===== config.mk =====
export PLATFORM = sky130hd
export DESIGN_NAME = guess_game_core
export DESIGN_NICKNAME = d
export VERILOG_FILES = /design/src/rtl/guess_pkg.sv /design/src/rtl/bcd_free_counter.sv /design/src/rtl/guess_game_core.sv
export SDC_FILE = /design/constraint.sdc
export NUM_CORES = 1
export LEC_CHECK = 0
export CAP_MARGIN = 10
export CORE_ASPECT_RATIO = 0.75
export CORE_UTILIZATION = 50
export CTS_CLUSTER_DIAMETER = 40
export DETAILED_ROUTE_END_ITERATION = 7
export GPL_TIMING_DRIVEN = 0
export HOLD_SLACK_MARGIN = 0.03
export PLACE_DENSITY = 0.71
export SYNTH_ARGS = -nofsm -noshare
export SYNTH_HDL_FRONTEND = slang
export SYNTH_SLANG_ARGS = --single-unit

===== constraint.sdc =====
create_clock -name clk -period 6.67 [get_ports clk]
set_input_delay 1.0005 -clock clk [delete_from_list [all_inputs] [get_ports clk]]
set_output_delay 1.0005 -clock clk [all_outputs]
set_load 0.005 [all_outputs]

===== src/rtl/guess_pkg.sv =====
// Shared types and display/LED constants for the guessing game engine.
package guess_pkg;

  typedef enum logic [1:0] {
    ST_IDLE,
    ST_ENTRY,
    ST_WIN,
    ST_LOSE
  } state_t;

  localparam logic [3:0]  BCD_DASH  = 4'hA;
  localparam logic [3:0]  BCD_BLANK = 4'hF;
  localparam logic [15:0] LED_WIN   = 16'hFFFF;
  localparam logic [15:0] LED_LOSE  = 16'hAAAA;

endpackage


===== src/rtl/bcd_free_counter.sv =====
// Free-running DIGITS-wide BCD counter; +1 every clock, wraps after all-9s.
// Serves as the game's random source (sampled on a start pulse).
module bcd_free_counter #(
  parameter int DIGITS = 2
) (
  input  logic                   clk,
  input  logic                   db_rst,
  output logic [DIGITS-1:0][3:0] count
);

  // inc[g]: every digit below g is 9, so digit g steps this cycle
  logic [DIGITS-1:0] inc;

  assign inc[0] = 1'b1;

  for (genvar g = 0; g < DIGITS; g++) begin : g_dig
    if (g > 0) begin : g_carry
      assign inc[g] = inc[g-1] & (count[g-1] == 4'd9);
    end

    // per-digit BCD increment with wrap 9 -> 0
    always_ff @(posedge clk or posedge db_rst) begin
      if (db_rst)
        count[g] <= 4'd0;
      else if (inc[g])
        count[g] <= (count[g] == 4'd9) ? 4'd0 : count[g] + 4'd1;
    end
  end

endmodule


===== src/rtl/guess_game_core.sv =====
// Number-guessing game engine: bisection over DIGITS-wide BCD numbers with
// backspace, an attempt limit and a timed WIN/LOSE screen. Outputs are
// registered from next-state values so they reflect an event right after
// the edge that samples it.
module guess_game_core
  import guess_pkg::*;
#(
  parameter int DIGITS      = 2,
  parameter int MAX_TRIES   = 7,
  parameter int HOLD_CYCLES = 512
) (
  input  logic                  clk,
  input  logic                  db_rst,
  input  logic                  start,
  input  logic                  key_valid,
  input  logic [3:0]            key_digit,
  input  logic                  key_enter,
  input  logic                  key_back,
  input  logic                  cheat,
  output logic [8*DIGITS-1:0]   disp,
  output logic [15:0]           led,
  output logic                  game_over
);

  localparam int W  = 4*DIGITS;
  localparam int HW = $clog2(HOLD_CYCLES + 1);

  localparam logic [W-1:0]  DASHES = {DIGITS{BCD_DASH}};
  localparam logic [W-1:0]  BLANKS = {DIGITS{BCD_BLANK}};
  localparam logic [W-1:0]  NINES  = {DIGITS{4'd9}};
  localparam logic [4:0]    TRIES_MAX = 5'(MAX_TRIES);
  localparam logic [HW-1:0] HOLD_LAST = HW'(HOLD_CYCLES - 1);

  state_t         state, state_n;
  logic [W-1:0]   lower, lower_n, upper, upper_n;
  logic [W-1:0]   entry, entry_n, target, target_n;
  logic [4:0]     tries, tries_n;
  logic [HW-1:0]  hold_cnt, hold_n;
  logic [W-1:0]   count;

  logic [8*DIGITS-1:0] disp_n;
  logic [15:0]         led_n;
  logic                game_over_n;
  logic                has_dash, guess_ok;
  logic [4:0]          remaining;
  logic [16:0]         thermo;

  bcd_free_counter #(.DIGITS(DIGITS)) u_rng (
    .clk    (clk),
    .db_rst (db_rst),
    .count  (count)
  );

  // entry validity: no dash digit and inside the inclusive bounds
  always_comb begin
    has_dash = 1'b0;
    for (int i = 0; i < DIGITS; i++)
      if (entry[4*i +: 4] == BCD_DASH) has_dash = 1'b1;
    guess_ok = !has_dash && (entry >= lower) && (entry <= upper);
  end

  // next-state and datapath updates; enter beats back beats digit
  always_comb begin
    state_n  = state;
    lower_n  = lower;
    upper_n  = upper;
    entry_n  = entry;
    target_n = target;
    tries_n  = tries;
    hold_n   = hold_cnt;
    case (state)
      ST_IDLE: begin
        if (start) begin
          state_n  = ST_ENTRY;
          lower_n  = '0;
          upper_n  = NINES;
          tries_n  = '0;
          entry_n  = DASHES;
          target_n = count;
        end
      end
      ST_ENTRY: begin
        hold_n = '0;
        if (key_enter) begin
          entry_n = DASHES;
          if (guess_ok) begin
            if (entry == target) begin
              state_n = ST_WIN;
            end else begin
              tries_n = tries + 5'd1;
              if (entry > target) upper_n = entry;
              else                lower_n = entry;
              if (tries + 5'd1 == TRIES_MAX) state_n = ST_LOSE;
            end
          end
        end else if (key_back) begin
          entry_n = W'({BCD_DASH, entry} >> 4);
        end else if (key_valid && key_digit <= 4'd9) begin
          entry_n = W'({entry, key_digit});
        end
      end
      ST_WIN, ST_LOSE: begin
        if (hold_cnt == HOLD_LAST) begin
          state_n = ST_IDLE;
          hold_n  = '0;
        end else begin
          hold_n = hold_cnt + HW'(1);
        end
      end
      default: state_n = ST_IDLE;
    endcase
  end

  // output image computed from the next state so it lands with the event
  always_comb begin
    remaining   = TRIES_MAX - tries_n;
    thermo      = (17'd1 << remaining) - 17'd1;
    disp_n      = {DASHES, DASHES};
    led_n       = '0;
    game_over_n = (state == ST_ENTRY) && (state_n == ST_WIN || state_n == ST_LOSE);
    case (state_n)
      ST_ENTRY: begin
        if (cheat)                disp_n = {target_n, BLANKS};
        else if (entry_n != DASHES) disp_n = {BLANKS, entry_n};
        else                      disp_n = {lower_n, upper_n};
        led_n = thermo[15:0];
      end
      ST_WIN: begin
        disp_n = {target_n, target_n};
        led_n  = LED_WIN;
      end
      ST_LOSE: begin
        disp_n = {target_n, DASHES};
        led_n  = LED_LOSE;
      end
      default: ;
    endcase
  end

  // state register
  always_ff @(posedge clk or posedge db_rst) begin
    if (db_rst) state <= ST_IDLE;
    else        state <= state_n;
  end

  // datapath and registered outputs
  always_ff @(posedge clk or posedge db_rst) begin
    if (db_rst) begin
      lower     <= '0;
      upper     <= NINES;
      entry     <= DASHES;
      target    <= '0;
      tries     <= '0;
      hold_cnt  <= '0;
      disp      <= {DASHES, DASHES};
      led       <= '0;
      game_over <= 1'b0;
    end else begin
      lower     <= lower_n;
      upper     <= upper_n;
      entry     <= entry_n;
      target    <= target_n;
      tries     <= tries_n;
      hold_cnt  <= hold_n;
      disp      <= disp_n;
      led       <= led_n;
      game_over <= game_over_n;
    end
  end

endmodule


### Yosys cells after proc, flatten, opt, wreduce, memory -nomap -nowiden

Index checks and enable logic that the tools add are counted.

| storage, ports and cells | value |
|---|---|
| register bits after elaboration | 90 |
| logic and storage cells | 87 |

| cells by class | value |
|---|---|
| add/subtract/negate cells | 6 |
| order comparisons | 4 |
| equal/unequal tests | 14 |
| shift operators | 1 |
| mux-type cells | 41 |
| reductions and logical operators | 9 |

Operator list:

| operator | number |
|---|---|
| two-way mux 8 bit | 16 |
| one-hot mux 16 bit (3 select lines) | 2 |
| one-hot mux 8 bit (2 select lines) | 3 |
| two-way mux 16 bit | 2 |
| two-way mux 5 bit | 4 |
| one-hot mux 10 bit (2 select lines) | 1 |
| equality test 4 bit, second input constant | 4 |
| left shift 1 x 5 -> 16 bit, first input constant | 1 |
| subtractor 16 x 1 -> 16 bit, second input constant | 1 |
| two-way mux 2 bit | 6 |
| adder 10 x 1 -> 10 bit, second input constant | 1 |
| equality test 10 x 9 -> 1 bit, second input constant | 1 |
| two-way mux 10 bit | 1 |
| one-hot mux 5 bit (2 select lines) | 1 |
| adder 4 x 1 -> 4 bit, second input constant | 2 |
| equality test 2 bit, second input constant | 4 |
| equality test 8 bit | 1 |
| >= comparator 8 bit | 1 |
| greater-than comparator 8 bit | 1 |
| less-or-equal comparator 8 bit | 1 |
| two-way mux 4 bit | 2 |
| inequality test 8 bit, second input constant | 1 |
| one-hot mux 2 bit (3 select lines) | 1 |
| adder 5 x 1 -> 5 bit, second input constant | 1 |
| other kinds (11) | 16 |

### Longest topological paths before layout

| depth | value |
|---|---|
| depth after elaboration | 13 |
| depth in mapped cells | 17 |

### By module

From an unflattened synthesis, not the netlist that was laid out.

| unflattened totals | value |
|---|---|
| cell total of the unflattened synthesis | 503 |
| area, all modules | 4991.0 um2 |

By module, submodules not included:

| module | instances | cells each | area an instance (um2) | seq. area each (um2) |
|---|---|---|---|---|
| guess_game_core | 1 | 471 | 4626.9 | 2072.0 |
| bcd_free_counter | 1 | 32 | 364.1 | 200.2 |

### Worst setup path before layout

OpenSTA, ideal clock, no wires.

| timing | value |
|---|---|
| path kind | reg-to-reg |
| start | reg entry[7] |
| end | reg led[4] |
| data arrival time | 3.573 ns |
| data required time | 6.566 ns |
| path slack | 2.993 ns |
| cell stages (with the launch flop) | 16 |
| buffers on the path | 2 |
| cells stage by stage | dfstp_2 -> ha_1 -> and3_1 -> a221oi_2 -> o31ai_1 -> nor4bb_1 -> buf_4 -> and2_4 -> a221o_1 -> nor4_1 -> nand3_1 -> ha_1 -> buf_2 -> nor4_4 -> a21oi_1 -> o311ai_1 |

| between the ends | value |
|---|---|
| cells in the longest elaborated chain, start to end | 12 |
| elaborated cells between the ends (all ways) | 23 |

RTL lines:

| item | RTL line | text |
|---|---|---|
| start, declared | guess_game_core.sv:36 | `logic [W-1:0] entry, entry_n, target, target_n;` |
| start signal, assigned | guess_game_core.sv:161 | `entry <= entry_n;` |
| branches (longest 5 deep; another with >= comparator 8 bit) | -- |  |
| two-way mux 5 bit * | guess_game_core.sv:86 | `if (guess_ok) begin` |
| two-way mux 5 bit * | guess_game_core.sv:84 | `if (key_enter) begin` |
| one-hot mux 5 bit (2 select lines) * | guess_game_core.sv:71 | `case (state)` |
| subtractor 3 x 5 -> 5 bit * | guess_game_core.sv:116 | `remaining = TRIES_MAX - tries_n;` |
| via remaining[3] | guess_game_core.sv:45 | `logic [4:0] remaining;` |
| left shift 1 x 5 -> 16 bit * | guess_game_core.sv:117 | `thermo = (17'd1 << remaining) - 17'd1;` |
| subtractor 16 x 1 -> 16 bit * | guess_game_core.sv:117 |  |
| one-hot mux 16 bit (3 select lines) * | guess_game_core.sv:121 | `case (state_n)` |
| via led_n[4] | guess_game_core.sv:42 | `logic [15:0] led_n;` |
| end signal, assigned | guess_game_core.sv:166 | `led <= led_n;` |
| end, declared | guess_game_core.sv:21 | `output logic [15:0] led,` |

Mark *: on every way through the listed nets, which the timed path passes.
A chain may end at the register's enable or synchronous reset.

### Worst setup path after layout

| timing | value |
|---|---|
| start | reg entry[0] |
| end | reg led[4] |

| between the ends | value |
|---|---|
| cells in the longest elaborated chain, start to end | 13 |
| elaborated cells between the ends (all ways) | 24 |

RTL lines:

| item | RTL line |
|---|---|
| branches (longest 6 deep; another with >= comparator 8 bit) | -- |
| two-way mux 5 bit * | guess_game_core.sv:86 |
| two-way mux 5 bit * | guess_game_core.sv:84 |
| one-hot mux 5 bit (2 select lines) * | guess_game_core.sv:71 |
| subtractor 3 x 5 -> 5 bit * | guess_game_core.sv:116 |
| via remaining[3] | guess_game_core.sv:45 |
| left shift 1 x 5 -> 16 bit * | guess_game_core.sv:117 |
| subtractor 16 x 1 -> 16 bit * | guess_game_core.sv:117 |
| one-hot mux 16 bit (3 select lines) * | guess_game_core.sv:121 |
| via led_n[4] | guess_game_core.sv:42 |

Marks and branches as above.

==> impl_metrics.ini <==
[critical_path]
critPathMaxStageDelay_ns = 0.55
critical_path.cell_chain = inv_1 -> ha_1 -> nand2b_4 -> a2111oi_4 -> o31ai_1 -> nor4bb_1 -> buf_4 -> and2_4 -> a221o_1 -> nor4_1 -> nand3_1 -> ha_1 -> buf_2 -> nor4_4 -> a21oi_1 -> o311ai_1
path_common_cell = ha_1
critical_path_class = reg -> reg
cp.buffers_inverters = 3
critical_path.top_delay_family = simple AND/OR/NAND/NOR gates
end_kind = flip-flop
crit_arrival_ns = 4.57
cpMaxStageDelayCell = nor4_1
critical_path.max_fanout = 10
cp.required_ns = 6.90
cp-start-kind = flip-flop

[power_and_ir_drop]
vdd_ir_drop_max_mv = 0.213
power.internal_mw = 1.26
seqPwrFrac = 0.385
p_sw_frac = 0.296
p_leak_nw = 2.56
clockPowerShare = 0.329
power_frac_comb = 0.286
powerDensity_mw_per_mm2 = 314
total_power_mw = 1.79
p_sw_uw = 529

[floorplan]
floorplan.initialDensity = 0.521
boundaryPins = 44
dieArea_sq_mm = 0.00989
core_sq_mm = 0.00912
core.rowCount = 30
die_w_um = 115
fp.dieH_um = 86.4

[timing]
worst_pin_slew_ns = 0.862
fin_tns_setup_ns = 0
slew_viol_final = 0
rsz0062_at_grt = no
holdWs_ns = 0.501
period_minus_slack_ns = 4.34
max_slew_margin = 0.423
skew_ns = 0.00649
post-route-period-util = 0.650
max_freq_mhz = 231
setup_viol = 0
finalHoldViolations = 0
setup_slack_ns = 2.33

[grt]
antenna_found_initial = 0
grt_max_degree = 57
track_usage = 0.263
grt_overflow = 0
grt_pass1_wl_um = 19600
grt_pass1_vias = 3828

[clocking]
cts_resized = 0
cts_buffers = 9
h-tree-depth = 3
cts_sinks = 90
cts.path.max_buffers = 2
clock_latency_ns = 0.34
cts.clk_slew.worst_paths_ns = 0.06
cts_root_buffer = clkbuf_16
hold_buffers = 0
cts_tree = yes
postCtsSetupBuffers = 0

[synth]
netlist_area_sq_mm = 0.00475
ys_seq_area_frac = 0.479
yosysTopAreaCellShare = 0.390
synth.top_cells.by_count = dfrtp_1 (74), o21ai_0 (50), nand2_1 (43), inv_1 (41), nor2_1 (35)
syn_inst = 492
synth.largest_area_cell = dfrtp_1
synth.area.top_cells = dfrtp_1 (39%), dfstp_2 (8.9%), ha_1 (7.4%)
synth_cell_types = 58
syn_area_per_cell_sq_um = 9.65
yosys_warnings = 0
postSynth.asyncResetShare = 1.00
synth_edf_count = 0
ys_ff_latch = 90
yosysMostFrequentCell = dfrtp_1
ys.flop_type = dfrtp_1
syn_nets = 531

[cells_and_area]
final_nets = 585
fillerInstances = 744
fin_cells = 679
antenna_cells = 0
final_util = 0.625
area_delta_synth_final_pct = 20.1
stdcell_area_sq_mm = 0.00570
drive_above_1_share = 0.0835

[place]
dp_hpwl_um = 8790
pre_cts_slack_ns = 2.09
io_buffers = 42
place_inst = 663
gp_congestion = 0.899
placed_area_sq_mm = 0.00536

[drt]
drt_iter0_drc = 316
viasPerCell = 5.95
wl_per_cell_um = 18.1
dr_total_vias = 4040
totalWireLength_um = 12300
final_antenna_net_count = 0
drtPass1Iterations = 5
remaining_drc_errors = 0

[hold_path]
hold_path.class = reg -> reg

[run]
drv_cap = 0

[status]
status = finished clean
==> power groups by stage <==
stage	registers, mW	logic [mW]	clock network, mW
floorplan	0.699	0.273	0
global placement	0.696	0.486	0
detailed placement	0.697	0.499	0
CTS	0.689	0.506	0.597
global route	0.698	0.559	0.617
finish	0.689	0.511	0.589
==> layout make-up <==
class | count | area, sq um | share of cell area
Tap cell | 128 | 160 | 0.0281
Multi-Input combinational cell | 345 | 2250 | 0.394
Clock inverter | 4 | 98.8 | 0.0173
Buffer | 15 | 68.8 | 0.0121
Sequential cell | 90 | 2270 | 0.398
Clock buffer | 12 | 246 | 0.0432
Timing Repair Buffer | 43 | 448 | 0.0785
Inverter | 42 | 160 | 0.0281
==> registers in the layout (all words and copies together) (netlist names) <==
| register | cells |
|---|---|
| tries | 5 |
| state | 2 |
| game_over | 1 |
| target | 8 |
| u_rng.count | 8 |
| disp | 16 |
| led | 16 |
| hold_cnt | 10 |
| lower | 8 |
| upper | 8 |
| entry | 8 |
==> routing by layer <==
metal,vias to the layer above,track usage,routed length (um)
met5,-,0,0
met3,19,0.0713,1070
met2,197,0.391,5350
met1,1953,0.369,5620
met4,0,0.0980,224
li1,1871,-,-
==> cell usage in the layout, fill, tap and decap left out, types with 4 or more instances in the layout <==
cell type and n:
nor4_1 6, nand4_1 6, mux2i_1 4, xnor2_1 5, inv_1 40, nand3_1 17, a22o_1 13, ha_1 28
nor2_1 35, xor2_1 5, clkbuf_1 13, o211ai_1 5, o22ai_1 6, nor3_1 7, clkbuf_16 9, a211oi_1 5
a22oi_1 6, a21o_1 9, dfstp_2 16, dfrtp_1 74, o21ai_0 50, nor2b_1 9, clkdlybuf4s50_1 42, nand2_1 43
nand2b_1 8, o21a_1 6, a21oi_1 24, and3_1 9
==> logic make-up (layout without fill, tap and decap cells) <==
group | count (synthesis) | count (layout) | share of synthesized area
and+or+nand+nor | 158 | 158 | 0.170
xor gates and xnor gates | 10 | 10 | 0.0184
buffers and inverters | 57 | 116 | 0.0477
AOI/OAI and AO/OA | 144 | 144 | 0.201
DFF | 90 | 90 | 0.479
muxes | 5 | 5 | 0.0108
adders and majority gates | 28 | 28 | 0.0738
==> path summary, 6_finish.rpt <==
path                       slack, ns   startpoint     endpoint  cells after the start
hold / removal                  0.50  hold_cnt[4]  hold_cnt[4]                      1
setup reg to reg                2.33     entry[0]       led[4]                     16
setup / recovery                2.33     entry[0]       led[4]                     16
max in group asynchronous       4.96       db_rst      disp[5]                      3
hold reg to reg                 0.50  hold_cnt[4]  hold_cnt[4]                      1
min in group asynchronous       1.02       db_rst     entry[6]                      2
Power figures use the tool's default switching activity.
==> edit (same flow settings) <==
Encoding of `state_t`: now one-hot (4 bits for 4 states).
--- a/src/rtl/guess_pkg.sv
+++ b/src/rtl/guess_pkg.sv
@@ -3,7 +3,7 @@
 
-  typedef enum logic [1:0] {
-    ST_IDLE,
-    ST_ENTRY,
-    ST_WIN,
-    ST_LOSE
+  typedef enum logic [3:0] {
+    ST_IDLE  = 4'b0001,
+    ST_ENTRY = 4'b0010,
+    ST_WIN   = 4'b0100,
+    ST_LOSE  = 4'b1000
   } state_t;
Function: same outputs for any inputs over 4 cycles, from zero or initial values and one cycle with db_rst high; so few cycles prove little.
==> edit against the original RTL <==
- sequential cell count grew 2
- clock skew grew 1.3 ps
- sequential share of layout area shrank 0.47 points
- largest cell class is now multi-input combinational cells
- synthesized cell count grew 5.9%
- routed wire length grew 3.3%
- design area grew 3.5%
- worst setup slack lost 160 ps
- area after synthesis grew 4.6%
Power is not compared: it rests on default switching activity, and its combinational part moved more than twofold at a synthesized area within 25%.
==> edit: results (changes against the original RTL) <==
internal power=0.000911 W; Synthesis Warnings=0 (unchanged); hold depth=1 (unchanged); root buf cell=clkbuf_16; Post-synth ARST share=1.00 (unchanged); Distinct cells, synth=64 (+10%); Clock Skews=7.81 ps (+1.32 ps); outcome=finished clean; post-CTS sizing=0 (unchanged); nets=614 (+5.0%); drt pass-1 iters=5 (unchanged); mux contribution to synthesized area=0.0506 (+0.0398); largest net degree at the start of global routing=63 (+11%); top cells by count, synth=75 x dfrtp_1, 50 x nand2_1, 44 x o21ai_0; initial antenna violation count=0 (unchanged); Place WS=1990 ps (-104 ps); Worst Hold Path EP=hold_cnt[5]; Initial DRC Count=333 (+5.4%); Post-synth top flop=dfrtp_1; Post-CTS Setup Bufs=0 (unchanged); Hold Startpoint=hold_cnt[5]; Compound-Gate Fraction of Synth Area=0.161 (-0.0401); Synth Area in XOR/XNOR=0.0176 (-0.000809); diode count=0 (unchanged); aggregate global-route resource usage=0.261 (-0.00159); Area contributors post-synth=dfrtp_1 38%, dfstp_2 9.0%, ha_1 7.1%; Hold Path Class=flip-flop to flip-flop; Worst slew margin=0.434 (+0.0116); final WL=12,700 um (+3.3%); biggest regs=disp: 16 flops, led: 16 flops, hold_cnt: 10 flops; layout cell share with drive strength beyond 1=0.0862 (+0.00272); worst r2r dst=led[12]; via count=4,146 (+2.6%); Reg-to-Reg Start=entry[2]; latest clock arrival within the worst-skew pair=350 ps; sequential area share after synthesis=0.468 (-0.0106); Fill cells=788 (+5.9%); clock buffer depth=2 (unchanged); R2R setup slack=2170 ps (-160 ps); port buffer count=42 (unchanged); VDD IR max=137 uV; reg2reg path depth=15 (-1); first-pass GRT wire length=19,800 um (+1.2%); Adder-Cell Fraction of Synth Area=0.0705 (-0.00323); Max FO, Critical Path=10 (unchanged); Syn Nets=560 (+5.5%); CTS Buf Count=9 (unchanged); GP Congestion=0.945 (+5.2%); Critical Path AT=4720 ps (+150 ps); H-tree levels=3 (unchanged); vias in the first global route=3,862 (+0.89%); Post-DP HPWL=9240 um (+5.2%); Pleak=2.63 nW
-- edit: cell types whose count changed after synthesis, moves of 5 or more --
cell	delta
nand2_1	+7
a21o_1	-6
nor2_1	+6
o21ai_0	-6
a22o_1	-8
and3_1	-5
mux2i_1	+11
mux2_2	+8
-- edit: power by group through the flow --
stage               clock network [W]  registers [W]  logic (W)
floorplan                           0       0.000570  0.0000215
global placement                    0       0.000571  0.0000351
detailed placement                  0       0.000571  0.0000381
CTS                          0.000562       0.000561  0.0000383
global route                 0.000583       0.000561  0.0000423
finish                       0.000554       0.000561  0.0000379
-- edit: final cells by class --
type | count | area (um^2) | area share
multi-input combinational | 369 | 2410 | 0.409
sequential | 92 | 2320 | 0.394
timing repair buffer | 43 | 448 | 0.0759
clock buffer | 12 | 246 | 0.0418
tap | 132 | 165 | 0.0280
inverter | 42 | 160 | 0.0271
clock inverter | 4 | 73.8 | 0.0125
buffer | 18 | 70.1 | 0.0119
-- edit: cells by family (layout without fill, tap and decap cells) --
kind of cell,after synthesis,after routing
AND/OR/NAND/NOR,179,179
AO/OA/AOI/OAI,128,128
flip-flops,92,92
buffers and inverters,60,119
adder cells (fa/ha/maj),28,28
multiplexers,24,24
XOR/XNOR,10,10
-- edit: worst max-delay path, cell delays in order (launching register included) --
cell	delay (ps)
dfrtp_1	510
ha_1	370
nand4_1	110
nor3_1	580
nor3_1	130
nand4_1	150
mux2i_1	460
or2_1	210
clkbuf_1	360
nor2b_1	140
nand3_1	140
ha_1	160
clkbuf_1	340
o41a_1	310
a21oi_1	90
o311ai_0	310
-- edit: through the flow --
stage	hold WS [ps]	area, um^2	cells
detailed placement	485	5580	696
CTS	508	5900	712
finish	505	5900	712
floorplan	450	4970	521
global route	530	5900	712
global placement	465	5550	695
-- edit: worst max-delay path by stage --
stage,depth (start not counted),end,slack [ps],start
floorplan,15,led[6],3050,entry[2]
detailed placement,14,led[6],1990,start
finish,15,led[12],2170,entry[2]
CTS,15,led[12],2210,entry[2]
global placement,2,tries[4],1950,db_rst
global route,15,led[12],1820,entry[2]
-- edit: metal layers --
layer / global-route usage / wire [um]
met1: 0.366 / 6140
met2: 0.396 / 5680
met3: 0.0719 / 738
met4: 0.0783 / 117
met5: 0 / 0
